==> config.mk <==
export PLATFORM = sky130hd
export DESIGN_NAME = sram_arbiter
export DESIGN_NICKNAME = d
export VERILOG_FILES = /design/src/rtl/sram_arbiter_pkg.sv /design/src/rtl/sram_arbiter_rr_arb2.sv /design/src/rtl/sram_arbiter.sv
export SDC_FILE = /design/constraint.sdc
export NUM_CORES = 1
export LEC_CHECK = 0
export CORE_MARGIN = 5
export CORE_UTILIZATION = 42
export CTS_BUF_LIST = sky130_fd_sc_hd__clkbuf_8
export DETAILED_ROUTE_END_ITERATION = 10
export GPL_TIMING_DRIVEN = 0
export PLACE_DENSITY_LB_ADDON = 0.08
export SETUP_SLACK_MARGIN = 0.02
export SYNTH_ARGS = -nofsm -noshare
export SYNTH_HDL_FRONTEND = slang
export SYNTH_SLANG_ARGS = --single-unit
export TNS_END_PERCENT = 50
==> constraint.sdc <==
create_clock -name clk_i -period 2.2 [get_ports clk_i]
set_input_delay 0.66 -clock clk_i [delete_from_list [all_inputs] [get_ports clk_i]]
set_output_delay 0.66 -clock clk_i [all_outputs]
set_load 0.03 [all_outputs]
==> src/rtl/sram_arbiter_pkg.sv <==
// Shared types and constants for the SRAM request arbiter.
// Imported by the arbiter top and its round-robin picker.
package sram_arbiter_pkg;

  typedef enum logic [1:0] {
    ST_IDLE  = 2'd0,
    ST_ISSUE = 2'd1,
    ST_WAIT  = 2'd2,
    ST_RESP  = 2'd3
  } state_e;

  localparam logic RW_READ  = 1'b1;
  localparam logic RW_WRITE = 1'b0;

  localparam int TIMEOUT_DEF = 64;

  localparam int PORT_D = 0;
  localparam int PORT_I = 1;

  // sram_ctl wants active-low enables, all enabled on reads
  function automatic logic [3:0] be_n_of(
    input logic       we,
    input logic [3:0] strb
  );
    return we ? ~strb : 4'h0;
  endfunction

endpackage

==> src/rtl/sram_arbiter_rr_arb2.sv <==
// Two-requestor round-robin picker; bit 0 is the data port.
// The pointer moves to favour the loser whenever update_i is high.
module rr_arb2
  import sram_arbiter_pkg::*;
(
  input  logic       clk_i,
  input  logic       rst_i,
  input  logic [1:0] req_i,
  input  logic       update_i,
  output logic [1:0] gnt_o
);

  logic prio_q, prio_d;

  always_comb begin
    gnt_o = req_i;
    if (req_i == 2'b11) begin
      gnt_o = prio_q ? 2'b10 : 2'b01;
    end
  end

  always_comb begin
    prio_d = prio_q;
    if (update_i) begin
      prio_d = gnt_o[PORT_D];
    end
  end

  always_ff @(posedge clk_i) begin
    if (rst_i) begin
      prio_q <= 1'b0;
    end else begin
      prio_q <= prio_d;
    end
  end

endmodule

==> src/rtl/sram_arbiter.sv <==
// Serialises fetch and data requests into the sram_ctl handshake,
// with round-robin arbitration and a watchdog on hung transactions.
module sram_arbiter
  import sram_arbiter_pkg::*;
#(
  parameter int TIMEOUT_CYCLES = TIMEOUT_DEF,
  parameter int ADDR_W         = 24
) (
  input  logic              clk_i,
  input  logic              rst_i,
  input  logic              if_req_i,
  input  logic [31:0]       if_addr_i,
  output logic [31:0]       if_rdata_o,
  output logic              if_ack_o,
  output logic              if_err_o,
  input  logic              d_req_i,
  input  logic              d_we_i,
  input  logic [31:0]       d_addr_i,
  input  logic [31:0]       d_wdata_i,
  input  logic [3:0]        d_wstrb_i,
  output logic [31:0]       d_rdata_o,
  output logic              d_ack_o,
  output logic              d_err_o,
  output logic              sram_start_o,
  output logic              sram_rw_o,
  output logic [ADDR_W-1:0] sram_addr_o,
  output logic [31:0]       sram_data_o,
  output logic [3:0]        sram_be_n_o,
  input  logic [31:0]       sram_data_i,
  input  logic              sram_r_ready_i,
  input  logic              sram_w_finish_i,
  input  logic              sram_busy_i
);

  localparam int WD_W =
    (TIMEOUT_CYCLES > 1) ? $clog2(TIMEOUT_CYCLES) : 1;
  localparam logic [WD_W-1:0] WD_LAST =
    WD_W'(TIMEOUT_CYCLES - 1);
  localparam logic [WD_W-1:0] WD_MAX = '1;

  state_e            state_q, state_d;
  logic              owner_q, owner_d;
  logic [ADDR_W-1:0] addr_q, addr_d;
  logic [31:0]       wdata_q, wdata_d;
  logic [3:0]        be_n_q, be_n_d;
  logic              rw_q, rw_d;
  logic [WD_W-1:0]   wd_q, wd_d;
  logic              err_q, err_d;
  logic [31:0]       if_rdata_q, if_rdata_d;
  logic [31:0]       d_rdata_q, d_rdata_d;

  logic [1:0] arb_req, arb_gnt;
  logic       arb_upd;
  logic       done;
  logic       zero_wr;
  logic       unused_addr;

  assign unused_addr = ^{if_addr_i, d_addr_i};

  // In RESP the picker sees only the owner, so update favours the other port
  assign arb_req = (state_q == ST_RESP) ?
                   {owner_q, ~owner_q} : {if_req_i, d_req_i};
  assign arb_upd = (state_q == ST_RESP);

  rr_arb2 u_rr (
    .clk_i    (clk_i),
    .rst_i    (rst_i),
    .req_i    (arb_req),
    .update_i (arb_upd),
    .gnt_o    (arb_gnt)
  );

  assign zero_wr = d_we_i && (d_wstrb_i == 4'h0);

  always_comb begin
    state_d    = state_q;
    owner_d    = owner_q;
    addr_d     = addr_q;
    wdata_d    = wdata_q;
    be_n_d     = be_n_q;
    rw_d       = rw_q;
    wd_d       = wd_q;
    err_d      = err_q;
    if_rdata_d = if_rdata_q;
    d_rdata_d  = d_rdata_q;
    done       = 1'b0;
    unique case (state_q)
      ST_IDLE: begin
        if (!sram_busy_i && (|arb_gnt)) begin
          err_d = 1'b0;
          if (arb_gnt[PORT_I]) begin
            owner_d = 1'b1;
            addr_d  = if_addr_i[ADDR_W+1:2];
            wdata_d = '0;
            be_n_d  = 4'h0;
            rw_d    = RW_READ;
            state_d = ST_ISSUE;
          end else if (arb_gnt[PORT_D]) begin
            owner_d = 1'b0;
            addr_d  = d_addr_i[ADDR_W+1:2];
            wdata_d = d_we_i ? d_wdata_i : '0;
            be_n_d  = be_n_of(d_we_i, d_wstrb_i);
            rw_d    = d_we_i ? RW_WRITE : RW_READ;
            state_d = zero_wr ? ST_RESP : ST_ISSUE;
          end
        end
      end
      ST_ISSUE: begin
        wd_d    = '0;
        state_d = ST_WAIT;
      end
      ST_WAIT: begin
        done = (rw_q == RW_READ) ? sram_r_ready_i
                                 : sram_w_finish_i;
        // completion beats a coincident watchdog expiry
        if (done) begin
          state_d = ST_RESP;
          err_d   = 1'b0;
          if (owner_q) if_rdata_d = sram_data_i;
          else         d_rdata_d  = sram_data_i;
        end else if (wd_q == WD_LAST) begin
          state_d = ST_RESP;
          err_d   = 1'b1;
          if (owner_q) if_rdata_d = '0;
          else         d_rdata_d  = '0;
        end else if (wd_q != WD_MAX) begin
          wd_d = wd_q + 1'b1;
        end
      end
      ST_RESP: begin
        state_d = ST_IDLE;
      end
      default: begin
        state_d = ST_IDLE;
      end
    endcase
  end

  always_ff @(posedge clk_i) begin
    if (rst_i) begin
      state_q    <= ST_IDLE;
      owner_q    <= 1'b0;
      addr_q     <= '0;
      wdata_q    <= '0;
      be_n_q     <= 4'hF;
      rw_q       <= RW_READ;
      wd_q       <= '0;
      err_q      <= 1'b0;
      if_rdata_q <= '0;
      d_rdata_q  <= '0;
    end else begin
      state_q    <= state_d;
      owner_q    <= owner_d;
      addr_q     <= addr_d;
      wdata_q    <= wdata_d;
      be_n_q     <= be_n_d;
      rw_q       <= rw_d;
      wd_q       <= wd_d;
      err_q      <= err_d;
      if_rdata_q <= if_rdata_d;
      d_rdata_q  <= d_rdata_d;
    end
  end

  assign sram_start_o = (state_q == ST_ISSUE);
  assign sram_rw_o    = rw_q;
  assign sram_addr_o  = addr_q;
  assign sram_data_o  = wdata_q;
  assign sram_be_n_o  = be_n_q;

  assign if_ack_o   = (state_q == ST_RESP) && owner_q;
  assign d_ack_o    = (state_q == ST_RESP) && !owner_q;
  assign if_err_o   = if_ack_o && err_q;
  assign d_err_o    = d_ack_o && err_q;
  assign if_rdata_o = if_rdata_q;
  assign d_rdata_o  = d_rdata_q;

endmodule

Word level (Yosys, flattened, before mapping)

Index checks and enable logic that the tools add are counted.

$add $sub $neg: 1
Multipliers: 0
Div/mod/pow operators: 0
$lt $le $gt $ge: 0
Equal/unequal tests: 16
Shift-type cells: 0
Mux-type cells: 40
Bitwise gates (word level): 2
Reduce and logical (&&, ||, !) cells: 21

Operators with widths:

| cell                                                             | count |
|---|---|
| 32-bit 2-to-1 mux                                                | 11 |
| 24-bit 2-to-1 mux                                                | 2 |
| 2-bit 2-to-1 mux                                                 | 9 |
| 6-bit 2-to-1 mux                                                 | 3 |
| 2-bit != test (second input constant)                            | 8 |
| 4-bit 2-to-1 mux                                                 | 3 |
| 6-bit case mux with 2 select lines                               | 1 |
| 4-bit AND reduction                                              | 3 |
| 1-bit 2-to-1 mux                                                 | 9 |
| 3-bit AND reduction                                              | 3 |
| 2-bit case mux with 4 select lines                               | 1 |
| 2-bit nonzero test                                               | 4 |
| 6-bit by 1-bit adder with 6-bit output (second input constant)   | 1 |
| 2-bit == test (second input constant)                            | 3 |
| 6-bit == test (second input constant)                            | 1 |
| 1-bit logical AND                                                | 6 |
| 3-bit != test (second input constant)                            | 2 |
| 6-bit != test (second input constant)                            | 1 |
| 4-bit zero test                                                  | 1 |
| 4-bit inverter                                                   | 1 |
| 2-bit by 1-bit == test with 1-bit output (second input constant) | 1 |
| 1-bit zero test                                                  | 2 |
| 2-bit zero test                                                  | 1 |
| 1-bit case mux with 2 select lines                               | 1 |
| other kinds (2)                                                  | 2 |

Register bits after elaboration: 136
Bits in latches: 0
Memory bits (writable): 0
Bits in read-only memories: 0
Output and inout port bits: 130
Word-level logic and storage cells: 91
Memories: 0

Depth between registers and ports, before layout

Depth after elaboration: 8
Mapped depth: 9

Modules after synthesis

A second synthesis with hierarchy kept.

Cell total of the unflattened synthesis: 608
Area total of the unflattened synthesis: 5644.2 µm²

By module, submodules not included:

| module       | instances | cells an instance | area an instance (µm²) |
|---|---|---|---|
| sram_arbiter | 1         | 601               | 5576.6 |
| rr_arb2      | 1         | 7                 | 67.6 |

Worst setup path before layout

No wires, ideal clock.

Path type: flip-flop to output port
From: reg state_q[0]
To: out d_err_o
Data arrival time: 1.487 ns
Slack: 0.053 ns
Stages on the path, launching flop included: 5
Path buffers: 0
Cell sequence: dfxtp_1 ha_1 inv_1 nor2_1 and2_1

Longest elaborated chain between the ends: 3

RTL lines:

| item                   | RTL line            | text |
|---|---|---|
| start, declared        | sram_arbiter.sv:41  | `state_e state_q, state_d;` |
| start signal, assigned | sram_arbiter.sv:152 | `state_q <= state_d;` |
| 2-bit == test          | sram_arbiter.sv:172 | `assign d_ack_o = (state_q == ST_RESP) && !owner_q;` |
| 1-bit logical AND      | sram_arbiter.sv:172 |  |
| named net d_ack_o      | sram_arbiter.sv:22  | `output logic d_ack_o,` |
| 1-bit logical AND      | sram_arbiter.sv:174 | `assign d_err_o = d_ack_o && err_q;` |
| end, declared          | sram_arbiter.sv:23  | `output logic d_err_o,` |

The timed path passes the listed nets, and every way through them passes these cells.

Final worst setup path

From: reg if_rdata_q[19], in the netlist if_rdata_o[19]
To: out if_rdata_o[19]

RTL lines:

| item                   | RTL line            | text |
|---|---|---|
| start, declared        | sram_arbiter.sv:49  | `logic [31:0] if_rdata_q, if_rdata_d;` |
| start signal, assigned | sram_arbiter.sv:160 | `if_rdata_q <= if_rdata_d;` |
| end, declared          | sram_arbiter.sv:13  | `output logic [31:0] if_rdata_o,` |

No word-level cell between the ends.

==> flow_summary.json <==
{
  "relSlewSlack_pct": 54.2,
  "num_antenna_cells": 0,
  "status": "completed",
  "yosys.area_share.simple_pct": 17.1,
  "dpl.hpwl_um": 12700,
  "die_area_sq_um": 15600,
  "muxShareOfSynthArea_pct": 11.0,
  "cp_slowest_stage_delay_ns": 0.71,
  "synth_fa_ha_area_share_pct": 1.35,
  "seq_area_frac_synth_pct": 49.1,
  "cts.htree.levels": 4,
  "grt_usage_pct": 20.1,
  "fin_crit_sh_pct": 97.3,
  "fin_nets": 990,
  "path_delay_family": "buffers and inverters",
  "io_pins": 270,
  "portBuffers": 253,
  "startpoint_type": "flip-flop",
  "hold_start": "if_rdata_o[1]$_SDFFE_PP0P_",
  "rsz0062_at_grt": "yes",
  "placementRows": 42,
  "r2r_start": "state_q[0]$_SDFFE_PP0P_",
  "cap_violations": 0,
  "ys_async_sr_fraction_pct": 0,
  "viasPerCell": 4.97,
  "antenna_found_initial": 0,
  "setup_viol": 0,
  "syn_inst": 572,
  "hold_end": "if_rdata_o[1]$_SDFFE_PP0P_",
  "syn_avg_cell_area_sq_um": 9.70,
  "syn_area_sq_um": 5550,
  "die_h_um": 125,
  "overflow": 0,
  "grt_max_degree": 17,
  "reg2reg_slack_ns": 0.17,
  "worstPathArrival_ns": 1.48,
  "grt_pass1_wl_um": 25800,
  "hold_viol_final": 0,
  "wl_um": 16400,
  "synth_compound_area_share_pct": 16.3,
  "clk_pin_slew_ns": 0.07,
  "reg2reg_depth": 9,
  "whs_path_depth": 2,
  "post-route-drc-count": 0,
  "wl_per_cell_um": 15.9,
  "total_power_mw": 7.68,
  "drive_above_1_share_pct": 10.5,
  "die_w_um": 125,
  "p_leak_nw": 3.90,
  "cts_hold_buf": 0,
  "ant_nets": 0,
  "synth-main-ff-cell": "dfxtp_1",
  "clockBufferDepth": 2,
  "hold_path.class": "flip-flop to flip-flop",
  "fin_cells": 1033,
  "clockRootBuffer": "clkbuf_8",
  "synth_nets": 718,
  "final_core_util_pct": 67.5,
  "initial_core_util_pct": 42.4,
  "slew_violations": 0,
  "timing.setup.tns_ns": 0,
  "cp-end-kind": "output port",
  "vias": 5130,
  "tightest_slew_ns": 0.680,
  "clk_latency_ns": 0.44,
  "cp.buffers_inverters": 1,
  "max-vdd-ir-drop_mv": 0.518,
  "max_freq_mhz": 467,
  "cts_sinks": 136,
  "finalCriticalPeriod_ns": 2.14,
  "grt_pass1_vias": 5251,
  "required_ns": 1.54,
  "crit_chain": "clkdlybuf4s50_1",
  "pwr_density_cell_nw_per_um2": 870,
  "cp_slowest_cell": "clkdlybuf4s50_1",
  "core_sq_um": 13100,
  "ys_seq_elements": 136,
  "synth_top_family_by_area": "simple AND/OR/NAND/NOR gates",
  "ys_types": 46,
  "place.gp.congestion": 0.833,
  "synth_edf_count": 0,
  "drt_iter0_markers": 272,
  "yosysWarnings": 0,
  "cts_tree": "built",
  "cts_setup_buffers": 0,
  "cts_made_buffers": 17,
  "r2r-end": "if_rdata_o[17]$_SDFFE_PP0P_",
  "path_class": "flip-flop to output port",
  "drt-pass1-iter-count": 4,
  "synth_xor_area_share_pct": 0,
  "fin_skew_ns": 0.00886,
  "crit_fanout": 2,
  "place_inst": 1001,
  "area_delta_synth_final_pct": 59.2
}
## layout make-up
type / count / area, sq um
timing repair buffer: 253 / 2620
sequential: 136 / 2730
multi-input combinational: 382 / 2570
tap: 176 / 220
inverter: 8 / 30.0
clock buffer: 19 / 262
buffer: 46 / 272
clock inverter: 13 / 138
fill: 1015 / 4250
## where the power goes
group,total [mW],internal (mW),switching [mW]
sequential,2.93,2.75,0.178
clock,2.09,1.15,0.939
combinational,2.66,1.17,1.49
## worst max path at each step
stage	from	end	depth (start not counted)
finish	if_rdata_o[19]$_SDFFE_PP0P_	if_rdata_o[19]	1
global route	state_q[0]$_SDFFE_PP0P_	if_rdata_o[14]$_SDFFE_PP0P_	9
CTS	state_q[0]$_SDFFE_PP0P_	d_err_o	5
detailed placement	rst_i	if_rdata_o[22]$_SDFFE_PP0P_	4
global placement	rst_i	if_rdata_o[22]$_SDFFE_PP0P_	4
floorplan	state_q[0]$_SDFFE_PP0P_	d_err_o	4
## through the flow
step	cell area [sq um]	worst slack (ns)	hold slack (ns)
final	8840	0.0593	0.454
after global placement	8300	-0.316	0.441
after detailed placement	8300	-0.392	0.445
after global routing	8840	-0.000769	0.468
after CTS	8700	0.000333	0.455
after floorplan	5550	0.0532	0.456
## worst register-to-register path, stage by stage, from the launching register on
cell	delay, ns
dfxtp_4	0.38
inv_1	0.08
ha_1	0.20
buf_2	0.17
and2_1	0.17
clkbuf_1	0.18
a22oi_2	0.31
clkbuf_4	0.27
nand2_1	0.07
a21oi_1	0.13
## cell usage in the layout (no fill, tap or decap), drive strengths merged, types with 3 or more instances in the layout
cell,Yosys,routed
a211oi,26,26
ha,6,6
dfxtp,136,136
a21oi,40,40
bufinv,0,3
nor2b,3,3
dlymetal6s2s,0,40
a22o,32,32
a311oi,3,3
clkdlybuf4s50,0,205
nor2,66,66
o31ai,4,4
dlygate4sd2,0,3
clkbuf,19,44
nand2b,3,3
and3,3,3
nand2,41,41
and2,36,36
nand3,34,34
buf,27,25
clkinv,0,5
o21ai,4,4
inv,8,12
mux2i,59,59
## cell families (layout without fill, tap and decap cells)
group                    after synthesis  count (layout)
flip-flops                           136             136
multiplexers                          60              60
adder cells (fa/ha/maj)                6               6
buffers and inverters                 54             339
AO/OA/AOI/OAI                        119             119
AND/OR/NAND/NOR                      197             197
## synth_stat cells (2+ instances only)
cell type / instances / share of area, %
dfxtp_1: 136 / 49
nor2_1: 65 / 4.4
mux2i_1: 58 / 10
nand2_1: 41 / 2.8
a21oi_1: 40 / 3.6
and2_1: 36 / 4.1
nand3_1: 34 / 3.1
a22o_1: 32 / 5.1
clkbuf_1: 19 / 1.3
a211oi_1: 16 / 2.2
buf_2: 13 / 1.2
a211oi_2: 10 / 2.3
inv_1: 8 / 0.54
buf_6: 7 / 1.4
ha_1: 6 / 1.4
buf_4: 4 / 0.54
o31ai_1: 4 / 0.54
a311oi_1: 3 / 0.47
and3_1: 3 / 0.34
buf_1: 3 / 0.20
nor2b_1: 3 / 0.34
o21ai_0: 3 / 0.27
nand2b_1: 2 / 0.23
nand4_1: 2 / 0.23
or2_2: 2 / 0.23
or3_1: 2 / 0.23
## sequential cells by signal (all words and copies together), names as in the netlist
signal,cells
d_rdata_o,32
if_rdata_o,32
sram_data_o,32
sram_addr_o,24
wd_q,6
sram_be_n_o,4
state_q,2
err_q,1
owner_q,1
sram_rw_o,1
u_rr.prio_q,1
## layer usage
| layer | part of all wire [%] | GRT usage [%] | up-vias |
|---|---|---|---|
| met5 | 0 | 0 | - |
| met4 | 2.2 | 8.29 | 0 |
| met3 | 8.1 | 7.68 | 25 |
| met2 | 48 | 34.0 | 196 |
| met1 | 41 | 23.0 | 2366 |
| li1 | - | - | 2543 |
## what timing repair did
action	4_1_cts	5_1_grt
endpoints found under the setup margin	8	67
pin swaps	0	2
gates resized for setup	30	61
Note: power is estimated with default switching activity, not from simulation.
